[src/rtl/gfx_pkg.sv]
// Shared graphics types: FSM state encoding and rectangle bundle.
// Coordinate types here are the default-width view used on the command bus.
package gfx_pkg;

    localparam int GFX_COORD_W = 16;

    typedef logic [GFX_COORD_W-1:0] coord_t;

    typedef struct packed {
        coord_t xmin;
        coord_t ymin;
        coord_t xmax;
        coord_t ymax;
    } rect_t;

    typedef enum logic [1:0] {
        IDLE,
        RUN,
        DONE
    } fill_state_t;

endpackage

[src/rtl/fill_walker.sv]
// Raster stepper for fill_unit: lane-0 x/y counters, row-tail and last-beat
// detection, lane mask. Ports: load/load_x/load_y seed, step advances,
// xmin/xmax/ymax bound the walk, pix_x/pix_y/mask/last describe the beat.
module fill_walker #(
    parameter int COORD_W = 16,
    parameter int LANES   = 4
) (
    input  logic               clk,
    input  logic               rst,
    input  logic               load,
    input  logic [COORD_W-1:0] load_x,
    input  logic [COORD_W-1:0] load_y,
    input  logic               step,
    input  logic [COORD_W-1:0] xmin,
    input  logic [COORD_W-1:0] xmax,
    input  logic [COORD_W-1:0] ymax,
    output logic [COORD_W-1:0] pix_x,
    output logic [COORD_W-1:0] pix_y,
    output logic [LANES-1:0]   mask,
    output logic               last
);

    localparam int XW = COORD_W + 1;
    localparam logic [XW-1:0] LANES_X = XW'(LANES);

    logic [XW-1:0] x_ext;
    logic [XW-1:0] xmax_ext;
    logic          tail;

    // One extra bit so a row ending at the top of the coordinate range
    // is still detected as the tail instead of wrapping.
    assign x_ext    = {1'b0, pix_x};
    assign xmax_ext = {1'b0, xmax};
    assign tail     = (x_ext + LANES_X) > xmax_ext;
    assign last     = tail && (pix_y == ymax);

    always_comb begin
        mask = '0;
        for (int i = 0; i < LANES; i++) begin
            mask[i] = (x_ext + XW'(i)) <= xmax_ext;
        end
    end

    // The last beat never steps, so y cannot wrap past ymax.
    always_ff @(posedge clk) begin
        if (rst) begin
            pix_x <= '0;
            pix_y <= '0;
        end else if (load) begin
            pix_x <= load_x;
            pix_y <= load_y;
        end else if (step && !last) begin
            if (tail) begin
                pix_x <= xmin;
                pix_y <= pix_y + COORD_W'(1);
            end else begin
                pix_x <= pix_x + COORD_W'(LANES);
            end
        end
    end

endmodule

[src/rtl/fill_unit.sv]
// Rectangle fill engine: walks an inclusive rectangle in raster order,
// emitting LANES-pixel beats with a lane mask on a valid/ready stream.
// Ports: start/abort/rect/color in; busy/done/err_bad_rect status out;
// pix_valid/pix_ready handshake with pix_x/pix_y/pix_mask/pix_color beat.
module fill_unit
    import gfx_pkg::*;
#(
    parameter int COORD_W = 16,
    parameter int COLOR_W = 32,
    parameter int LANES   = 4
) (
    input  logic               clk,
    input  logic               rst,
    input  logic               start,
    input  logic               abort,
    output logic               busy,
    output logic               done,
    output logic               err_bad_rect,
    input  logic [COLOR_W-1:0] color,
    input  logic [COORD_W-1:0] xmin,
    input  logic [COORD_W-1:0] ymin,
    input  logic [COORD_W-1:0] xmax,
    input  logic [COORD_W-1:0] ymax,
    output logic               pix_valid,
    input  logic               pix_ready,
    output logic [COORD_W-1:0] pix_x,
    output logic [COORD_W-1:0] pix_y,
    output logic [LANES-1:0]   pix_mask,
    output logic [COLOR_W-1:0] pix_color
);

    fill_state_t state;
    fill_state_t state_nx;

    logic [COORD_W-1:0] cfg_xmin;
    logic [COORD_W-1:0] cfg_xmax;
    logic [COORD_W-1:0] cfg_ymax;
    logic [COLOR_W-1:0] cfg_color;
    logic               cfg_bad;

    logic               rect_bad;
    logic               load;
    logic               hs;
    logic               last;
    logic [LANES-1:0]   walk_mask;

    assign rect_bad = (xmin > xmax) || (ymin > ymax);
    assign load     = (state == IDLE) && start;
    assign hs       = pix_valid && pix_ready;

    always_ff @(posedge clk) begin
        if (rst) begin
            state <= IDLE;
        end else begin
            state <= state_nx;
        end
    end

    // A handshake coinciding with abort still completes in the walker;
    // the FSM simply leaves RUN afterwards.
    always_comb begin
        state_nx = state;
        unique case (state)
            IDLE: begin
                if (start) begin
                    state_nx = rect_bad ? DONE : RUN;
                end
            end
            RUN: begin
                if (abort || (hs && last)) begin
                    state_nx = DONE;
                end
            end
            DONE:    state_nx = IDLE;
            default: state_nx = IDLE;
        endcase
    end

    // ymin is only needed to seed the walker, so it is not kept.
    always_ff @(posedge clk) begin
        if (rst) begin
            cfg_xmin  <= '0;
            cfg_xmax  <= '0;
            cfg_ymax  <= '0;
            cfg_color <= '0;
            cfg_bad   <= 1'b0;
        end else if (load) begin
            cfg_xmin  <= xmin;
            cfg_xmax  <= xmax;
            cfg_ymax  <= ymax;
            cfg_color <= color;
            cfg_bad   <= rect_bad;
        end
    end

    fill_walker #(
        .COORD_W(COORD_W),
        .LANES  (LANES)
    ) u_walker (
        .clk   (clk),
        .rst   (rst),
        .load  (load),
        .load_x(xmin),
        .load_y(ymin),
        .step  (hs),
        .xmin  (cfg_xmin),
        .xmax  (cfg_xmax),
        .ymax  (cfg_ymax),
        .pix_x (pix_x),
        .pix_y (pix_y),
        .mask  (walk_mask),
        .last  (last)
    );

    assign busy         = (state != IDLE);
    assign done         = (state == DONE);
    assign err_bad_rect = done && cfg_bad;
    assign pix_valid    = (state == RUN);
    assign pix_mask     = pix_valid ? walk_mask : '0;
    assign pix_color    = cfg_color;

endmodule

[config.mk]
export PLATFORM = sky130hd
export DESIGN_NAME = fill_unit
export DESIGN_NICKNAME = d
export VERILOG_FILES = /design/src/rtl/gfx_pkg.sv /design/src/rtl/fill_walker.sv /design/src/rtl/fill_unit.sv
export SDC_FILE = /design/constraint.sdc
export NUM_CORES = 1
export LEC_CHECK = 0
export ABC_AREA = 1
export BUFFER_PORTS_ARGS = -buffer_cell sky130_fd_sc_hd__buf_2
export CAP_MARGIN = 30
export CORE_ASPECT_RATIO = 1.25
export CORE_MARGIN = 2
export CORE_UTILIZATION = 57
export CTS_CLUSTER_DIAMETER = 80
export DETAILED_ROUTE_END_ITERATION = 8
export PLACE_DENSITY = 0.82
export SYNTH_ARGS = -nofsm -noshare
export SYNTH_HDL_FRONTEND = slang
export SYNTH_SLANG_ARGS = --single-unit
[constraint.sdc]
create_clock -name clk -period 3.5 [get_ports clk]
set_input_delay 0.7 -clock clk [delete_from_list [all_inputs] [get_ports clk]]
set_output_delay 0.7 -clock clk [all_outputs]
set_load 0.1 [all_outputs]
# Word level (Yosys, flattened, before mapping)
# Index checks and enable logic that the tools add are counted.
# W data, S select, Z words.
[op_classes]
div = 0
add_sub_neg = 6
n_lt_le_gt_ge = 7
bitwise_logic = 0
mul = 0
n_shift = 0
eq_ne = 5
reduce_logical = 15
muxes = 11
[ops]
columns = ["op", "count"]
rows = [
  ["$mux W16", 6],
  ["$le A17 B16 Y1", 3],
  ["$add A16 B2 Y17 const B", 2],
  ["$gt A16 B16 Y1", 2],
  ["$add A16 B1 Y17 const B", 1],
  ["$add A16 B3 Y17 const B", 1],
  ["$gt A17 B16 Y1", 1],
  ["$add A16 B1 Y16 const B", 1],
  ["$add A16 B3 Y16 const B", 1],
  ["$eq A16 B16 Y1", 1],
  ["$le A16 B16 Y1", 1],
  ["$logic_and A1 B1 Y1", 6],
  ["$mux W2", 3],
  ["$reduce_bool A2 Y1", 3],
  ["$mux W4", 1],
  ["$pmux W2 S2", 1],
  ["$reduce_and A2 Y1", 2],
  ["$eq A2 B1 Y1 const B", 1],
  ["$eq A2 B2 Y1 const B", 1],
  ["$logic_not A2 Y1", 1],
  ["$logic_or A1 B1 Y1", 2],
  ["$ne A2 B1 Y1 const B", 1],
  ["$ne A2 B2 Y1 const B", 1],
  ["$logic_not A1 Y1", 1],
]
[totals]
output_inout_bits = 72
ff_bits = 115
memories = 0
latchBits = 0
romBits = 0
elab_cells = 52
ram_bits = 0

# Logic depth before layout (Yosys ltp)
# Gate-level depths: netlist (run 1).
[depth]
word_depth = 7
mapped_depth = 24
depth_no_buf = 23

# Modules after synthesis
# A second synthesis (run 1) with hierarchy kept.
[hier_totals]
hier_cells = 1399
hier_area_um2 = 9367.7
[by_module_without_submodules]
columns = ["mod", "area_per_inst_um2", "seq_area_each_um2", "instances", "cells_per_inst"]
rows = [
  ["fill_walker", 5506.5, 640.6, 1, 911],
  ["fill_unit", 3861.2, 1661.6, 1, 488],
]

# Worst setup path after synthesis (run 1)
# Ideal clock, no wire load.
[synth_path]
path_kind = "reg-to-output"
from = "reg u_walker.pix_x[2]"
to = "out pix_mask[2]"
arrival_ns = 4.790
slack_ns = -1.990
path_stages_with_launch = 19
required_time_ns = 2.800
cell_sequence = "dfxtp_1 ha_1 nand3_2 nor2_4 inv_2 nor2_1 nand2_1 nand2_1 nand2_1 o21ai_0 inv_1 ha_1 a21oi_1 nor2_1 a211oi_1 nor2_1 nor2_1 nand3_1 a21oi_1"
[synth_via]
elab_chain_len = 3
[synth_rtl]
columns = ["element", "line_no", "text"]
rows = [
  ["from (decl)", "fill_walker.sv:17", "output logic [COORD_W-1:0] pix_x,"],
  ["from (signal assigned)", "fill_walker.sv:50", "pix_x <= load_x;"],
  ["from (signal assigned)", "fill_walker.sv:54", "pix_x <= xmin;"],
  ["from (signal assigned)", "fill_walker.sv:57", "pix_x <= pix_x + COORD_W'(LANES);"],
  ["$add A16 B2 Y17", "fill_walker.sv:40", "mask[i] = (x_ext + XW'(i)) <= xmax_ext;"],
  ["$le A17 B16 Y1", "fill_walker.sv:40", ""],
  ["$mux W4", "fill_unit.sv:119", "assign pix_mask = pix_valid ? walk_mask : '0;"],
  ["to (decl)", "fill_unit.sv:28", "output logic [LANES-1:0] pix_mask,"],
]
# Every way passes these cells.

# Worst setup path in the final report (run 1)
[layout_path]
from = "reg u_walker.pix_x[2]"
to = "out pix_mask[1]"
[layout_via]
elab_chain_len = 3
[layout_rtl]
columns = ["element", "line_no"]
rows = [
  ["$add A16 B1 Y17", "fill_walker.sv:40"],
  ["$le A17 B16 Y1", "fill_walker.sv:40"],
  ["$mux W4", "fill_unit.sv:119"],
]
# Every way passes these cells.

==> results of run 1 <==
==> report_power, final <==
group          internal [mW]  leakage (nW)  switching [mW]
logic                  0.859          4.34            2.02
registers               1.47         0.960           0.153
clock network           1.12         0.304           0.667
==> through the flow <==
stage / hold WS [ns] / worst slack, ns / utilization, % / power (mW)
after CTS: 0.465 / -0.237 / 73.1 / 6.23
after floorplan: 0.442 / -0.204 / - / 3.72
after global placement: 0.452 / -0.00870 / 67.9 / 4.34
after detailed placement: 0.455 / -0.0398 / 67.9 / 4.38
after global routing: 0.478 / -0.403 / 74.0 / 6.62
final: 0.466 / -0.346 / 74.0 / 6.29
==> flip-flops by register name, summed over array words and instances, names as in the netlist <==
signal,flops
pix_color,32
cfg_xmax,16
cfg_xmin,16
cfg_ymax,16
u_walker.pix_x,16
u_walker.pix_y,16
state,2
cfg_bad,1
==> metal layers <==
layer,routed length [um],part of all wire (%)
met3,1750,6.3
met2,14300,51
met4,1600,5.7
met1,10400,37
met5,15,0.054
==> cell type report <==
class,count,area share (%)
tap,208,2.33
timing repair buffer,219,11.6
antenna,1,0.0224
clock inverter,13,1.31
sequential,115,21.1
clock buffer,19,4.16
inverter,179,6.04
multi-input combinational,994,53.5
==> worst max-delay path, delay by kind of cell, from the launching register on <==
| kind | cells | cell delay, ns |
|---|---|---|
| XOR/XNOR | 1 | 0.18 |
| adder cells (fa/ha/maj) | 2 | 0.44 |
| AO/OA/AOI/OAI | 2 | 0.28 |
| buffers and inverters | 5 | 0.63 |
| AND/OR/NAND/NOR | 4 | 0.81 |
| flip-flops | 1 | 0.37 |
==> cells by family after synthesis <==
group	after synthesis	share of synthesized area [%]
XOR/XNOR	54	5.34
AND/OR/NAND/NOR	588	28.4
adder cells (fa/ha/maj)	114	16.1
flip-flops	115	26.0
AO/OA/AOI/OAI	238	14.1
buffers and inverters	227	10.0
==> synthesized netlist by cell type, types with 4 or more instances <==
cell	number	area share, %
a21oi_1	110	6.2
buf_1	4	0.17
buf_2	4	0.23
buf_4	4	0.34
clkbuf_1	34	1.4
dfxtp_1	115	26
ha_1	114	16
inv_1	174	7.4
inv_2	4	0.17
nand2_1	252	11
nand2_2	6	0.42
nand3_1	70	4.0
nand4_1	33	2.3
nor2_1	191	8.1
nor3_1	15	0.85
nor4_1	9	0.64
o211ai_1	6	0.51
o21ai_0	91	5.1
o21ai_1	17	0.96
o31ai_1	4	0.34
xnor2_1	7	0.69
xor2_1	47	4.6
==> how the worst max path moves through the flow <==
stage | from | to | slack (ns) | depth (start not counted)
6_report | u_walker.pix_x[2] | pix_mask[1] | -0.35 | 14
5_1_grt | u_walker.pix_x[3] | pix_mask[1] | -0.40 | 17
4_1_cts | u_walker.pix_x[1] | pix_mask[2] | -0.24 | 16
3_5_place_dp | u_walker.pix_x[2] | pix_mask[2] | -0.04 | 16
3_3_place_gp | u_walker.pix_x[2] | pix_mask[2] | -0.009 | 16
2_1_floorplan | u_walker.pix_x[2] | pix_mask[2] | -0.20 | 18
==> cell usage in the layout, fill, tap and decap left out, types with 11 or more instances in the layout <==
cell,instances
o21ai_1,20
inv_1,168
clkbuf_16,18
nor3_1,11
nand4_1,33
nand3_1,68
nor2_1,176
buf_4,44
dfxtp_1,100
nand2_2,12
xor2_1,43
a21oi_1,103
ha_1,109
dfxtp_4,12
nand2_1,244
o21ai_0,87
buf_2,168
==> timing repair <==
action	in CTS	in global routing
pin swaps	14	19
gates resized for setup	27	34
hold buffers	0	0
buffers inserted	9	2
cloned	0	0
setup endpoints to repair	4	10
==> results.md, run 1 <==
* DRT iter0 DRCs at 561
* Worst slew margin at between 40% and 50%
* Worst vdd ir at 0.000461 V
* Final setup vio count at 3
* DR WL/cell at 16.0 um
* Total Routing Usage GR at around 34%
* Leakage at around 5.6 nW
* Seq/Total Area, Yosys at between 20% and 30%
* Grt met3 use at under 10%
* Setup tns final at -0.800 ns
* Clock Skew at 0.00645 ns
* Die Span X at around 120 um
* Number of global-route vias before repair at between 9000 and 10000
* Max Fclk at around 0.26 GHz
* Placed Area at around 0.010 mm^2
* R2R Path End: u_walker.pix_y[1]
* Max-cap violations at 0
* Register Area at about 0.0024 mm^2
* Row count at 50
* Outcome: finished with violations
* RSZ-0062 raised after global routing: yes
* Primary FF master, synth: dfxtp_1
* DR pass1 iterations at 5
* Multi-input gate area at around 0.0060 mm^2
* Residual DRC at 0
* Delay of the slowest critical-path stage at approximately 0.45 ns
* Filler Cell Count at between 1000 and 1500
* Nets at 1741
* Synthesized area at just under 0.009 mm^2
* Final wirelength at 28000 um
* Post-layout min period at 3.85 ns
* Via count at 9598
* Worst path slowest cell: nor4_1
* I/O pin count at between 150 and 200
* CP Launch Type: register
* Hold Path Stages at 2
* Via density at around 5.5
* GR Util met2 at 60.8%
* Mean Syn Cell Area at about 6.6 um^2
* Crit. End Element: primary output
* Placed insts at between 1500 and 2000
* Worst-Skew Late Latency at about 0.42 ns
* Die Y at roughly 140 um
* R2r worst-path depth at 19
* Number of synthesized flops with an enable pin at 0
* Clock Pin Slew Worst Setup and Hold Paths at approximately 0.06 ns
* H-Tree Depth at 4
* Critical-path cell list: buf_4 > ha_4 > inv_1 > nor2_2 > buf_4 > xor2_1 > nand2_1 > o21ai_0 > ha_1 > inv_1 > nor4_1 > nand4_1 > a21oi_4 > buf_12
* Hpwl dp at between 20000 and 25000 um
* Clock Path Buffers at 2
* Starting density of the core at ~59%
* Warnings from Yosys at 0
* Post-route ant nets at 0
* Total CTS buffers at 17
* Netlist cell types at slightly above 40
* Hold_sp: cfg_xmin[4]
* Layout cells sized above 1 at 22.2%
* Overflow after GRT at 0
* First-pass GRT wire length at 44600 um
* IO Port Bufs at approximately 170
* Reg-to-reg slack, setup at about 0.18 ns
* Clk sinks at 115
* CTS tree: built
* Antenna violations before repair at 1
* Crit-path max FO at 6
* Final period util at 110%
* Sink of the worst hold path: cfg_xmin[4]
* CP Data Arrival Time at 3.15 ns
* Slew Viols, Final at 0
* GR peak layer: met2
* Area growth from synthesis to layout at 26.0%
* PwrDens at 563 mW/mm^2
* Worst setup margin at -0.346 ns
* Post-Syn Nets at about 1600
* Root Buffer: clkbuf_16
* Post-Syn Instances at ~1300
* Endpoints failing hold at 0
* Die ar. at around 0.017 mm^2
* Asr flop ratio synth at 0%
* Routability cong. at around 1
* Critical path class: reg2out
* Core box area at 0.0151 mm^2
* R2R Path Start: u_walker.pix_x[3]
* WP data required at 2.80 ns
* Worst Hold Class: reg2reg
* Fin cells at approximately 1700
* Final Cell Area at 0.0112 mm^2
* Number of synthesized register bits at approximately 120
* Actual slew at the worst max-slew pin at 0.897 ns
* Largest net degree at the start of global routing at 68
* Failing checks: negative setup slack
* GR Util met1 at 36.6%
Power figures use the tool's default switching activity.
==> run 2: changes to the inputs <==
- CAP_MARGIN: 30 -> 20
- PLACE_DENSITY: 0.82 -> unset
- PLACE_DENSITY_LB_ADDON: unset -> 0.15
==> results.md, run 2 (synthesized netlist as in run 1, its figures left out) <==
* Nets at around 1800
* NetSw at roughly 2.9 mW
* Post-layout min period at roughly 3.7 ns
* Total CTS buffers at 17
* Critical-path cell list: ha_4 > nand3_4 > nor2_4 > inv_4 > nor2_4 > nand2_1 > nand2_2 > nand2_1 > o21ai_0 > inv_1 > ha_4 > a21oi_1 > nor2_1 > a211oi_2 > nor2_1 > nor2_1 > nand3_1 > a21oi_4 > buf_12
* Outcome: finished with violations
* DR WL/cell at roughly 17 um
* Sw Ratio at 45.7%
* Seq pwr share at roughly 25%
* Starting density of the core at 58.8%
* CP Data Arrival Time at 2.97 ns
* Hpwl dp at 22600 um
* Via density at between 5 and 6
* Crit. End Element: primary output
* Leakage at about 6 nW
* DRT iter0 DRCs at between 500 and 600
* Core box area at between 0.015 and 0.02 mm^2
* Die Y at 143 um
* Slew Viols, Final at 0
* Worst vdd ir at ~0.0005 V
* Int Pwr at 3.50 mW
* Final setup vio count at 3
* Filler Cell Count at roughly 1200
* CTS tree: built
* Commonest non-fill, non-tap cell in the layout: nand2_1
* Clock Path Buffers at 2
* CP Launch Type: register
* Post-CTS Hold Buffers at 0
* PwrDens at 561 mW/mm^2
* N_diodes at 0
* Die Span X at between 100 and 150 um
* Failing checks: negative setup slack
* Die ar. at between 0.015 and 0.02 mm^2
* Number of global-route vias before repair at 9746
* Register Area at ~0.0024 mm^2
* DR pass1 iterations at 5
* Hold Path Stages at 2
* Critical path class: reg2out
* Clk sinks at between 100 and 150
* Max Fclk at 0.272 GHz
* Placed insts at 1722
* Root Buffer: clkbuf_16
* Final wirelength at between 20000 and 30000 um
* I/O pin count at around 170
* Multi-input gate area at 0.00598 mm^2
* R2r worst-path depth at 20
* Wire length on met1 at 10800 um
* Overflow after GRT at 0
* Post-route ant nets at 0
* Max reg flops at 32
* Fin cells at roughly 1800
* Worst setup margin at -0.173 ns
* Worst slew margin at 33.2%
* RSZ-0062 raised after global routing: yes
* IO Port Bufs at 172
* Worst Hold Class: reg2reg
* Final period util at 105%
* Residual DRC at 0
* Antenna violations before repair at 2
* Combinational power share at 48.1%
* Clock power frac at a little over a quarter
* Most frequent cells in the layout: nand2_1, nor2_1, buf_2
* Endpoints failing hold at 0
* Worst path slowest cell: dfxtp_4
* Area growth from synthesis to layout at 29.6%
* Worst-Skew Late Latency at around 0.42 ns
* H-Tree Depth at 4
* Clock Skew at 0.00725 ns
* Row count at 50
* Clock Pin Slew Worst Setup and Hold Paths at roughly 0.050 ns
* Routed met2 length at ~15000 um
* Delay of the slowest critical-path stage at 0.39 ns
* Actual slew at the worst max-slew pin at between 1 and 1.5 ns
* DR top layer: met4
* Total Routing Usage GR at 36.6%
* Largest net degree at the start of global routing at 115
* Routability cong. at just over 1
* WP data required at 2.80 ns
* Layout cells sized above 1 at 23.8%
* Routed length on met3 at 2080 um
* Pwr Total at around 6.4 mW
* Max-cap violations at 0
* Crit-path max FO at 7
* First-pass GRT wire length at roughly 47000 um
* Crit-path most repeated cell: nor2_1
* Via count at 9705
-- run 2: per-layer routing --
| metal | vias up | global-route usage, % |
|---|---|---|
| met5 | - | 0 |
| met4 | 0 | 28.4 |
| met3 | 140 | 9.70 |
| met2 | 343 | 63.6 |
| met1 | 4394 | 36.8 |
| li1 | 4828 | - |
-- run 2: stage by stage --
stage	utilization (%)	hold slack [ns]	TNS [ns]	instance area (um^2)	worst slack (ns)
after floorplan	-	0.442	-0.558	8980	-0.204
after global placement	69.0	0.452	-0.150	10400	-0.150
after detailed placement	69.0	0.455	-0.111	10400	-0.111
after CTS	75.9	0.464	-0.434	11400	-0.158
after global routing	76.2	0.474	-0.999	11500	-0.347
final	76.2	0.463	-0.489	11500	-0.173
-- run 2: path summary, 6_finish.rpt --
path                           from           endpoint  slack, ns
setup / recovery  u_walker.pix_x[2]        pix_mask[2]      -0.17
setup reg to reg  u_walker.pix_x[2]  u_walker.pix_x[5]       0.29
hold reg to reg        cfg_xmin[15]       cfg_xmin[15]       0.46
hold / removal         cfg_xmin[15]       cfg_xmin[15]       0.46
-- run 2: layout make-up --
class / count / area share, %
multi-input combinational: 994 / 52.1
clock inverter: 13 / 1.17
tap: 208 / 2.27
clock buffer: 19 / 4.04
inverter: 179 / 5.87
sequential: 115 / 20.5
timing repair buffer: 257 / 14.1
-- run 2: power by group through the flow --
stage / sequential (mW) / combinational [mW] / clock (mW)
2_1_floorplan: 2.26 / 1.46 / 0
3_3_place_gp: 1.63 / 2.83 / 0
3_5_place_dp: 1.64 / 2.87 / 0
4_1_cts: 1.60 / 3.03 / 1.75
5_1_grt: 1.63 / 3.37 / 1.81
6_report: 1.61 / 3.10 / 1.74
-- run 2: worst max-delay path: cells and delay by family, from the launching register on --
| kind | cells | cell delay (ns) |
|---|---|---|
| buf+inv | 3 | 0.37 |
| flops | 1 | 0.39 |
| fa+ha+maj | 2 | 0.39 |
| compound gates | 4 | 0.53 |
| simple gates | 10 | 0.87 |
-- run 2: timing repair --
action                                  CTS  global route
endpoints found under the setup margin    3             4
pin swaps                                34             1
buffers inserted                         30             1
gates resized for setup                  54            11
==> run 3: changes to the inputs <==
- CORE_UTILIZATION: 57 -> 60
- TNS_END_PERCENT: unset -> 20
- clock period: 3.5 -> 4.7 ns (I/O delays scaled with it)
==> results.md, run 3 (synthesized netlist as in run 1, its figures left out) <==
* Die ar. at approximately 0.016 mm^2
* Pwr Total at approximately 4.5 mW
* Total CTS buffers at 17
* Die Y at roughly 140 um
* IO Port Bufs at ~170
* I/O pin count at ~170
* CTS tree: built
* DR pass1 iterations at 5
* Root Buffer: clkbuf_16
* Final setup vio count at 0
* Die Span X at approximately 110 um
* Crit-path max FO at 7
* Largest net degree at the start of global routing at 89
* Clk sinks at between 100 and 150
* N_diodes at 0
* CP Data Arrival Time at between 3 and 4 ns
* Reg-to-reg slack, setup at ~0.7 ns
* Core box area at 0.0144 mm^2
* Slew Viols, Final at 0
* Delay of the slowest critical-path stage at slightly above 0.5 ns
* Residual DRC at 0
* Hpwl dp at between 20000 and 25000 um
* Post-route ant nets at 0
* R2r worst-path depth at 20
* Post-layout min period at ~4.6 ns
* Clock Path Buffers at 2
* Crit. End Element: primary output
* WP data required at about 3.8 ns
* Starting density of the core at around 61%
* Most frequent cells in the layout: nand2_1, nor2_1, inv_1
* Routability cong. at a little over 1
* Outcome: finished clean
* Worst-Skew Late Latency at about 0.42 ns
* Hold Path Stages at 2
* Max-cap violations at 0
* Hold_sp: cfg_xmin[3]
* Critical-path cell list: nand2_2 > nor2_4 > inv_1 > nor3_1 > nand3_1 > xor2_2 > o21ai_0 > ha_1 > nand4_1 > nor2_1 > nand4_1 > nand3_1 > a21oi_4 > clkbuf_4
* Worst setup margin at ~0.12 ns
* Clock Pin Slew Worst Setup and Hold Paths at 0.06 ns
* Area growth from synthesis to layout at 18.6%
* Layout cells sized above 1 at around 17%
* Final wirelength at 27400 um
* Worst Hold Class: reg2reg
* Post-place setup slack at 0.378 ns
* Number of global-route vias before repair at 8950
* Clock Skew at slightly above 0.009 ns
* Overflow after GRT at 0
* DRT iter0 DRCs at 527
* Total Routing Usage GR at between 30% and 40%
* Max Fclk at approximately 0.22 GHz
* PwrDens at about 430 mW/mm^2
* Commonest non-fill, non-tap cell in the layout: nand2_1
* Endpoints failing hold at 0
* Multi-input gate area at around 0.0057 mm^2
* Max reg flops at 32
* Nets at between 1500 and 2000
* Via count at ~9300
* Register Area at approximately 0.0023 mm^2
* R2R Path Start: u_walker.pix_x[9]
* DR WL/cell at 16.3 um
* Worst slew margin at roughly 30%
* Antenna violations before repair at 1
* Via density at between 5 and 6
* Leakage at approximately 5.4 nW
* Critical path class: reg2out
* Sink of the worst hold path: cfg_xmin[3]
* Actual slew at the worst max-slew pin at about 1.0 ns
* Worst path slowest cell: dfxtp_1
* Final period util at 97.5%
* H-Tree Depth at 4
* R2R Path End: u_walker.pix_x[2]
* Filler Cell Count at between 1000 and 1500
* First-pass GRT wire length at approximately 44000 um
* CP Launch Type: register
* Hold WS at between 0.4 and 0.5 ns
* Row count at 49
* Worst vdd ir at approximately 0.00033 V
[run 3: cell types whose count changed in the layout (fill, tap and decap cells not counted), sizes merged]
cell / previous run / this run
clkinvlp: 1 / 2
inv: 185 / 187
buf: 257 / 184
clkinv: 5 / 4
[run 3: worst max path at each step]
stage,cells after the start,endpoint,start
after floorplan,8,pix_mask[0],u_walker.pix_x[1]
after CTS,16,pix_mask[1],u_walker.pix_x[2]
after global placement,13,pix_mask[2],u_walker.pix_x[9]
after global routing,14,pix_mask[1],u_walker.pix_x[9]
final,14,pix_mask[1],u_walker.pix_x[9]
after detailed placement,19,pix_mask[2],u_walker.pix_x[2]
[run 3: layout make-up]
cell class / count / area share [%]
sequential: 115 / 22.0
clock buffer: 17 / 4.05
multi-input combinational: 994 / 54.5
timing repair buffer: 186 / 9.38
inverter: 179 / 6.39
clock inverter: 15 / 1.55
tap: 178 / 2.12
[run 3: report_power, final]
group          internal [mW]  leakage (nW)  switching (mW)
Combinational          0.565          4.14            1.47
Clock                  0.751         0.283           0.532
Sequential              1.09         0.953           0.109
[run 3: metal layers]
layer	vias to the layer above	GRT usage [%]	share of wire [%]
met5	-	0	0.036
met3	80	5.53	4.8
met4	2	18.5	5.0
met2	320	62.8	51
li1	4687	-	-
met1	4216	38.9	39
[run 3: what timing repair did]
action / 4_1_cts / 5_1_grt
pin swaps: 0 / 1
gates cloned: 0 / 0
buffers inserted: 0 / 1
endpoints found under the setup margin: 1 / 3
hold buffers: 0 / 0
gates resized for setup: 1 / 11
[run 3: critical path: cells and delay by family, from the launching register on]
| kind | cells | cell delay (ns) |
|---|---|---|
| fa+ha+maj | 1 | 0.33 |
| xor+xnor | 1 | 0.29 |
| simple gates | 8 | 1.49 |
| flops | 1 | 0.51 |
| buf+inv | 2 | 0.42 |
| compound gates | 2 | 0.18 |
[run 3: through the flow]
step           cells   TNS, ns  area, um^2  utilization [%]
6_report        1684         0       10500             72.9
3_3_place_gp    1651         0        9870             68.5
2_1_floorplan   1336         0        8890                -
3_5_place_dp    1651         0        9870             68.5
5_1_grt         1684  -0.00284       10500             72.9
4_1_cts         1683         0       10500             72.6
